## config.mk

```make
export PLATFORM = sky130hd
export DESIGN_NAME = traffic_phase_sequencer
export DESIGN_NICKNAME = d
export VERILOG_FILES = /design/src/rtl/traffic_phase_sequencer.sv
export SDC_FILE = /design/constraint.sdc
export NUM_CORES = 1
export LEC_CHECK = 0
export ABC_AREA = 1
export BUFFER_PORTS_ARGS = -buffer_cell sky130_fd_sc_hd__buf_2
export CORE_UTILIZATION = 30
export CTS_CLUSTER_SIZE = 28
export DETAILED_ROUTE_END_ITERATION = 16
export PLACE_DENSITY = 0.57
export SYNTH_ARGS = -nofsm -noshare
export SYNTH_HDL_FRONTEND = slang
export SYNTH_SLANG_ARGS = --single-unit
export TNS_END_PERCENT = 20
```

## constraint.sdc

```tcl
create_clock -name clk -period 1.4 [get_ports clk]
set_input_delay 0.28 -clock clk [delete_from_list [all_inputs] [get_ports clk]]
set_output_delay 0.28 -clock clk [all_outputs]
set_load 0.01 [all_outputs]
```

## src/rtl/traffic_phase_sequencer.sv

```systemverilog
// Intersection phase sequencer driving an external countdown timer plus NS/EW/pedestrian lamps.
// Optional flashing don't-walk clearance phase is enabled by defining PED_FLASH_EN.
module traffic_phase_sequencer #(
    parameter logic [3:0] T_GREEN  = 4'd6,
    parameter logic [3:0] T_YELLOW = 4'd2,
    parameter logic [3:0] T_RED    = 4'd1,
    parameter logic [3:0] T_WALK   = 4'd5,
    parameter logic [3:0] T_CLR    = 4'd3
) (
    input  logic       clk,
    input  logic       rst,
    input  logic       car_ns,
    input  logic       car_ew,
    input  logic       ped,
    input  logic [3:0] timer_out,
    output logic       timer_en,
    output logic       timer_load,
    output logic [3:0] timer_init,
    output logic [2:0] light_ns,
    output logic [2:0] light_ew,
    output logic [1:0] light_ped
);

    typedef enum logic [2:0] {
        S_RED,
        S_NS_G,
        S_NS_Y,
        S_EW_G,
        S_EW_Y,
        S_WALK
`ifdef PED_FLASH_EN
        , S_CLR
`endif
    } state_e;

    if (T_GREEN == 4'd0 || T_YELLOW == 4'd0 || T_RED == 4'd0 ||
        T_WALK == 4'd0 || T_CLR == 4'd0) begin : g_bad_param
        $error("traffic_phase_sequencer: phase durations must be 1..15");
    end

    state_e     state_q, state_d;
    logic       entry_q, entry_d;
    logic       last_ns_q, last_ns_d;   // 1: NS served last, 0: EW served last
    logic       ped_pend_q, ped_pend_d;
    logic       expired;
    logic       ped_accept;
    logic [3:0] dur;
`ifdef PED_FLASH_EN
    logic       flash_q, flash_d;
`endif

    always_ff @(posedge clk) begin
        if (rst) begin
            state_q    <= S_RED;
            entry_q    <= 1'b1;
            last_ns_q  <= 1'b0;
            ped_pend_q <= 1'b0;
`ifdef PED_FLASH_EN
            flash_q    <= 1'b0;
`endif
        end else begin
            state_q    <= state_d;
            entry_q    <= entry_d;
            last_ns_q  <= last_ns_d;
            ped_pend_q <= ped_pend_d;
`ifdef PED_FLASH_EN
            flash_q    <= flash_d;
`endif
        end
    end

    // Timer count is stale on the entry cycle, so expiry is masked there.
    assign expired = !entry_q && (timer_out == 4'd0);

    always_comb begin
        state_d = state_q;
        case (state_q)
            S_NS_G: if (expired && (car_ew || ped_pend_q)) state_d = S_NS_Y;
            S_EW_G: if (expired && (car_ns || ped_pend_q)) state_d = S_EW_Y;
            S_NS_Y: if (expired) state_d = S_RED;
            S_EW_Y: if (expired) state_d = S_RED;
            S_RED: begin
                if (expired) begin
                    if (ped_pend_q)     state_d = S_WALK;
                    else if (last_ns_q) state_d = S_EW_G;
                    else                state_d = S_NS_G;
                end
            end
`ifdef PED_FLASH_EN
            S_WALK: if (expired) state_d = S_CLR;
            S_CLR:  if (expired) state_d = S_RED;
`else
            S_WALK: if (expired) state_d = S_RED;
`endif
            default: state_d = S_RED;
        endcase

        entry_d = (state_d != state_q);

        last_ns_d = last_ns_q;
        if (state_d == S_NS_G) last_ns_d = 1'b1;
        if (state_d == S_EW_G) last_ns_d = 1'b0;

`ifdef PED_FLASH_EN
        ped_accept = (state_q != S_WALK) && (state_q != S_CLR);
        flash_d    = (state_q == S_CLR) ? ~flash_q : 1'b0;
`else
        ped_accept = (state_q != S_WALK);
`endif
        ped_pend_d = ped_pend_q;
        if (ped && ped_accept)             ped_pend_d = 1'b1;
        if (state_q == S_WALK && entry_q)  ped_pend_d = 1'b0;
    end

    always_comb begin
        case (state_q)
            S_NS_G, S_EW_G: dur = T_GREEN;
            S_NS_Y, S_EW_Y: dur = T_YELLOW;
            S_WALK:         dur = T_WALK;
`ifdef PED_FLASH_EN
            S_CLR:          dur = T_CLR;
`endif
            default:        dur = T_RED;
        endcase

        timer_en   = 1'b1;
        timer_load = entry_q;
        timer_init = entry_q ? dur : '0;

        light_ns  = 3'b100;
        light_ew  = 3'b100;
        light_ped = 2'b01;
        case (state_q)
            S_NS_G: light_ns  = 3'b001;
            S_NS_Y: light_ns  = 3'b010;
            S_EW_G: light_ew  = 3'b001;
            S_EW_Y: light_ew  = 3'b010;
            S_WALK: light_ped = 2'b10;
`ifdef PED_FLASH_EN
            S_CLR:  light_ped = flash_q ? 2'b00 : 2'b01;
`endif
            default: ;
        endcase
    end

endmodule

```

==> results of run 1 <==
-- area by class of cell --
type                       count  area share (%)
timing repair buffer          25           18.58
clock buffer                   3           3.041
inverter                      20           10.47
sequential                     6           17.40
tap                           25           4.223
multi-input combinational     61           46.28
-- layer usage --
metal / part of all wire, % / vias to the layer above / global-route usage (%)
li1: - / 326 / -
met1: 47 / 271 / 19.12
met2: 44 / 24 / 20.29
met3: 7.7 / 2 / 6.939
met4: 0.76 / 0 / 6.667
met5: 0 / - / 0
-- stage by stage --
step                      hold WS, ps  util [%]  instance area (sq um)  worst slack [ps]  TNS (ps)
after detailed placement        464.1     40.37                  689.4             2.763         0
after global placement          463.9     40.37                  689.4            -1.843    -1.843
after floorplan                 349.1         -                  550.5             3.653         0
final                           273.7     43.37                  740.7            -187.9    -381.5
after CTS                       264.9     42.64                  728.2            -219.4    -525.0
after global routing            260.6     43.37                  740.7            -292.1    -950.3
-- worst reg2reg max path: cells and delay by family (launching register included) --
family	cells	cell delay (ps)
AO/OA/AOI/OAI	1	170
flip-flops	1	340
AND/OR/NAND/NOR	5	670
-- report_power, final --
group	switching [W]	internal, W
clock network	0.0000647	0.0000971
registers	0.00000692	0.000175
logic	0.0000404	0.0000315
total	0.000112	0.000303
-- cell usage after synthesis --
| master | number | area share (%) |
|---|---|---|
| nand2_1 | 16 | 11 |
| inv_1 | 14 | 9.7 |
| nor2_1 | 10 | 6.9 |
| nand3_1 | 7 | 6.4 |
| dfxtp_1 | 6 | 22 |
| a21oi_1 | 5 | 4.6 |
| inv_2 | 5 | 3.4 |
| nor2_4 | 4 | 8.3 |
| buf_4 | 3 | 4.1 |
| a31oi_1 | 2 | 2.3 |
| conb_1 | 2 | 1.4 |
| nand2_2 | 2 | 2.3 |
| nand4_1 | 2 | 2.3 |
| nor2_2 | 2 | 2.3 |
| o21ai_0 | 2 | 1.8 |
| or2_2 | 2 | 2.3 |
| a211oi_1 | 1 | 1.4 |
| a21oi_2 | 1 | 1.6 |
| clkinv_1 | 1 | 0.69 |
| nand3_2 | 1 | 1.8 |
| nor3_2 | 1 | 1.8 |
| o21a_1 | 1 | 1.4 |
-- timing repair --
action / 4_1_cts / 5_1_grt
hold buffers: 0 / 0
endpoints found under the setup margin: 10 / 12
pin swaps: 1 / 1
setup buffers: 1 / 0
resized for setup: 6 / 4
-- sequential cells by signal (all words and copies together) (netlist names) --
signal / flops
ped_pend_q: 1
timer_load: 1
state_q: 3
last_ns_q: 1
-- cells by family (layout without fill, tap and decap cells) --
group	Yosys count	count (layout)
other	2	2
flip-flops	6	6
buffers and inverters	23	48
AND/OR/NAND/NOR	47	47
AO/OA/AOI/OAI	12	12
-- worst max path at each step --
stage | startpoint | end | slack, ps | cells past startpoint
after global routing | state_q[2] | timer_init[1] | -290 | 6
final | state_q[2] | timer_init[1] | -190 | 6
after global placement | state_q[0] | timer_load | -2 | 8
after CTS | state_q[2] | timer_init[1] | -220 | 6
after detailed placement | state_q[2] | timer_init[1] | 3 | 6
after floorplan | state_q[1] | timer_init[1] | 4 | 6
==> impl_results.md, run 1 <==
* Initial Util at 31.87%
* Hold Path Depth at 2
* Yosys warns at 0
* Worst hold path class: primary input to flop
* I/O pin count at 23
* # diodes at 0
* Post-Layout Cell Count at 140
* Final Skew at 2.680 ps
* GRT Util Overall at 14.67%
* Port buffer count at 20
* Largest net degree at the start of global routing at 7
* CP Cell Sequence: nor3_4 > inv_1 > a31oi_1 > inv_1 > nor2_1 > buf_2
* CORE AREA at 1708 sq um
* Max cap viols at 0
* Proportion of synthesized area in mux cells at 0%
* XOR/XNOR Fraction of Synth Area at 0%
* Overall power at 0.0004154 W
* Final setup margin at -187.9 ps
* Clock Root Buffer: clkbuf_4
* Violated checks: negative setup slack
* Iter 0 DRT Violations at 16
* Critical Path Most Common Cell: inv_1
* CP delay by family, top: flip-flops
* Total power per unit cell area at 560.9 nW/um^2
* Critical R2R Capture: timer_load
* Commonest non-fill, non-tap cells in the layout: buf_2 (20), nand2_1 (16), inv_1 (12)
* Area of the multi-input gates at 342.8 sq um
* Critical path class: flop to output port
* Crit path launch type: flop
* Syn_area_per_cell at 6.047 sq um
* Worst skew pair latency at 250 ps
* Filler Cell Count at 174
* CTS max path bufs at 2
* Register area at 128.9 sq um
* Worst path required time at 1120 ps
* Final Net Count at 126
* Syn Inst Count at 90
* CP Buf/Inv Count at 3
* Cell area after synthesis at 544.3 sq um
* Pleak at 0.3710 nW
* Outcome: finished, violations left
* H-tree level count at 1
* Layout Area Growth over Synthesis at 36.09%
* Vias in the first global route at 485
* HP Start: rst
* DRC viols at 0
* CTS Sinks at 6
* Die Y at 44.60 um
* Num CTS Buffers at 3
* TritonRoute pass-1 iters at 4
* Max VDD drop at 0.5846 mV
* GP Congestion at 0.8465
* Wirelength per Cell at 9.414 um
* Fin crit period at 1588 ps
* Final hold violation count at 0
* Main combinational cell family by area after synthesis: simple AND/OR/NAND/NOR gates
* Crit-path slowest cell: dfxtp_4
* Reg2Reg Depth at 6
* Max incr delay on CP at 360 ps
* Placed insts at 136
* R2R setup slack at 100 ps
* Post-DP HPWL at 1074 um
* R2R Path Start: ped_pend_q
* Compound-Gate Fraction of Synth Area at 13.10%
* Simple-gate portion of the synthesized area at 45.52%
* Die area at 1989 sq um
* Synth Area in Adders at 0%
* CP endpoint kind: output port
* RSZ-0062 raised after global routing: yes
* Clock slew at reported path FFs at 50 ps
* CTS tree: built
* Final period util at 113.4%
* First-pass GRT wire length at 2049 um
* Overflow after GRT at 0
* Sequential share of the synthesized area at 22.07%
* Fmax at 629.8 MHz
* Mapped Nets at 99
* Setup Viol. Count Final at 5
* Pins Over Slew Limit at 0
* Yosys reg bits at 6
* Post-DRT Antenna Nets at 0
* CP arrival at 1310 ps
* Initial antenna violation count at 0
* Post-synth cell types at 22
* Total Wirelength at 1318 um
* Commonest non-fill, non-tap cell in the layout: buf_2
* Hold EP: state_q[0]
* Via/cell ratio at 4.450
* Share of layout cells above drive strength 1 at 44.35%
* Via count at 623
* Die Wd at 44.60 um
* Worst Path Max Fanout at 6
* Rows at 15
Note: power is estimated with default switching activity, not from simulation.
==> inputs of run 2 (changes only) <==
==> constraint.sdc (replaced) <==
create_clock -name clk -period 1.4 [get_ports clk]
set_input_delay 0.35 -clock clk [delete_from_list [all_inputs] [get_ports clk]]
set_output_delay 0.35 -clock clk [all_outputs]
set_load 0.01 [all_outputs]
==> run 2 against run 1 <==
  * The run still ends with negative setup slack left
  * Critical path depth is 1 higher
  * Power grew 1.1%
  * Combinational power about the same
  * Sequential share of layout area shrank 1.0 points
  * First-iteration DRC count is 63% lower
  * Flip-flop and latch count did not move
==> impl_results.md, run 2 (synthesis results as in run 1) <==
* HP Start: rst
* CTS tree: built
* Hold EP: state_q[1]
* DRC viols at 0
* Hold Path Depth at 2
* Via count at 636
* Setup Viol. Count Final at 9
* Max cap viols at 0
* Met3 WL at 76 um
* Wirelength per Cell at 9.387 um
* Psw at 0.0001152 W
* Post-DRT Antenna Nets at 0
* Post-Place Worst Slack at -60.30 ps
* I/O pin count at 23
* Total power per unit cell area at 544.0 nW/um^2
* Hold_buf cts at 0
* Worst hold path class: primary input to flop
* Area of the multi-input gates at 345.3 sq um
* Critical path class: flop to output port
* TritonRoute pass-1 iters at 4
* H-tree level count at 1
* Final period util at 117.5%
* Die Wd at 44.60 um
* Via/cell ratio at 4.479
* Critical R2R Capture: last_ns_q
* Max VDD drop at 0.3838 mV
* Num CTS Buffers at 3
* Register share of total power at 43.8%
* CTS max path bufs at 2
* Setup TNS at -1018 ps
* CP endpoint kind: output port
* CORE AREA at 1708 sq um
* Final Net Count at 128
* Worst path required time at 1050 ps
* Crit path launch type: flop
* Share of layout cells above drive strength 1 at 47.01%
* Pins Over Slew Limit at 0
* Final setup margin at -245.1 ps
* Post-DP HPWL at 1108 um
* Pleak at 0.3797 nW
* Net Sw Frac at 27.43%
* Met2 WL at 652 um
* Biggest register: state_q
* Violated checks: negative setup slack
* Power share of the clock group at 39.1%
* Clock Root Buffer: clkbuf_4
* Commonest non-fill, non-tap cell in the layout: buf_2
* First-pass GRT wire length at 2132 um
* Total Wirelength at 1333 um
* Max reg flops at 3
* CTS Sinks at 6
* GP Congestion at 0.8631
* R2R Path Start: state_q[1]
* Die Y at 44.60 um
* Fin crit period at 1645 ps
* GRT Util Overall at 15.13%
* Reg2Reg Depth at 9
* Register area at 126.4 sq um
* Hold WS at 336.9 ps
* Met1 WL at 597 um
* Worst Path Max Fanout at 4
* Filler Cell Count at 185
* Layout Area Growth over Synthesis at 41.84%
* RSZ-0062 raised after global routing: yes
* Rows at 15
* Outcome: finished, violations left
* CP arrival at 1300 ps
* Vias in the first global route at 522
* Fmax at 607.8 MHz
* Final Skew at 6.413 ps
* Overall power at 0.0004200 W
* R2R setup slack at 60 ps
* Initial Util at 31.87%
* Setup crit start: state_q[1]
* Overflow after GRT at 0
* # diodes at 0
* Commonest non-fill, non-tap cells in the layout: buf_2 (17), nand2_1 (16), inv_1 (13)
* Final hold violation count at 0
* Worst skew pair latency at 250 ps
* Clock slew at reported path FFs at 40 ps
* Top Metal Used: met4
* Comb pwr share at 17.1%
* P_int at 0.0003048 W
* Die area at 1989 sq um
* Initial antenna violation count at 0
* Iter 0 DRT Violations at 6
* Largest net degree at the start of global routing at 7
* Port buffer count at 20
## run 2: changes by cell type in the layout (fill, tap and decap cells not counted), sizes merged
cell,change
buf,+2
## run 2: worst max path at each step
stage | end | slack (ps) | cells past startpoint
after floorplan | timer_init[1] | -30 | 6
after detailed placement | last_ns_q | -60 | 9
after global routing | timer_init[1] | -350 | 7
after global placement | last_ns_q | -30 | 9
final | timer_init[1] | -250 | 7
after CTS | timer_init[1] | -270 | 7
## run 2: what timing repair did
item / in CTS / in global routing
setup buffers: 0 / 0
pin swaps: 1 / 1
gates resized for setup: 7 / 3
setup endpoints to repair: 11 / 13
## run 2: routing by layer
layer	global-route usage (%)	vias to the layer above
li1	-	330
met1	17.53	288
met2	25.00	16
met3	7.347	2
met4	3.636	0
met5	0	-
## run 2: layout make-up
class,count,share of cell area [%]
multi-input cells,61,44.73
repair buffers,27,22.20
flip-flops and latches,6,16.37
inverters,20,9.724
well taps,25,4.052
clock buffers,3,2.917
## run 2: power groups by stage
stage,logic (W),clock network (W),registers (W)
floorplan,0.0000460,0,0.000188
global placement,0.0000687,0,0.000189
detailed placement,0.0000699,0,0.000189
CTS,0.0000715,0.000173,0.000184
global route,0.0000813,0.000185,0.000184
finish,0.0000719,0.000164,0.000184
## run 2: metrics by stage
| step | utilization (%) | instances | cell area, sq um |
|---|---|---|---|
| final | 45.20 | 142 | 772.0 |
| after global routing | 45.20 | 142 | 772.0 |
| after CTS | 44.91 | 142 | 767.0 |
| after detailed placement | 41.90 | 139 | 715.7 |
| after global placement | 41.90 | 139 | 715.7 |
| after floorplan | - | 90 | 554.3 |
## run 2: worst max-delay path, stage by stage (launching register included)
cell	delay, ps
dfxtp_2	330
inv_2	60
nor3_4	170
inv_1	70
a31oi_1	170
inv_1	70
nor2_2	70
buf_2	120
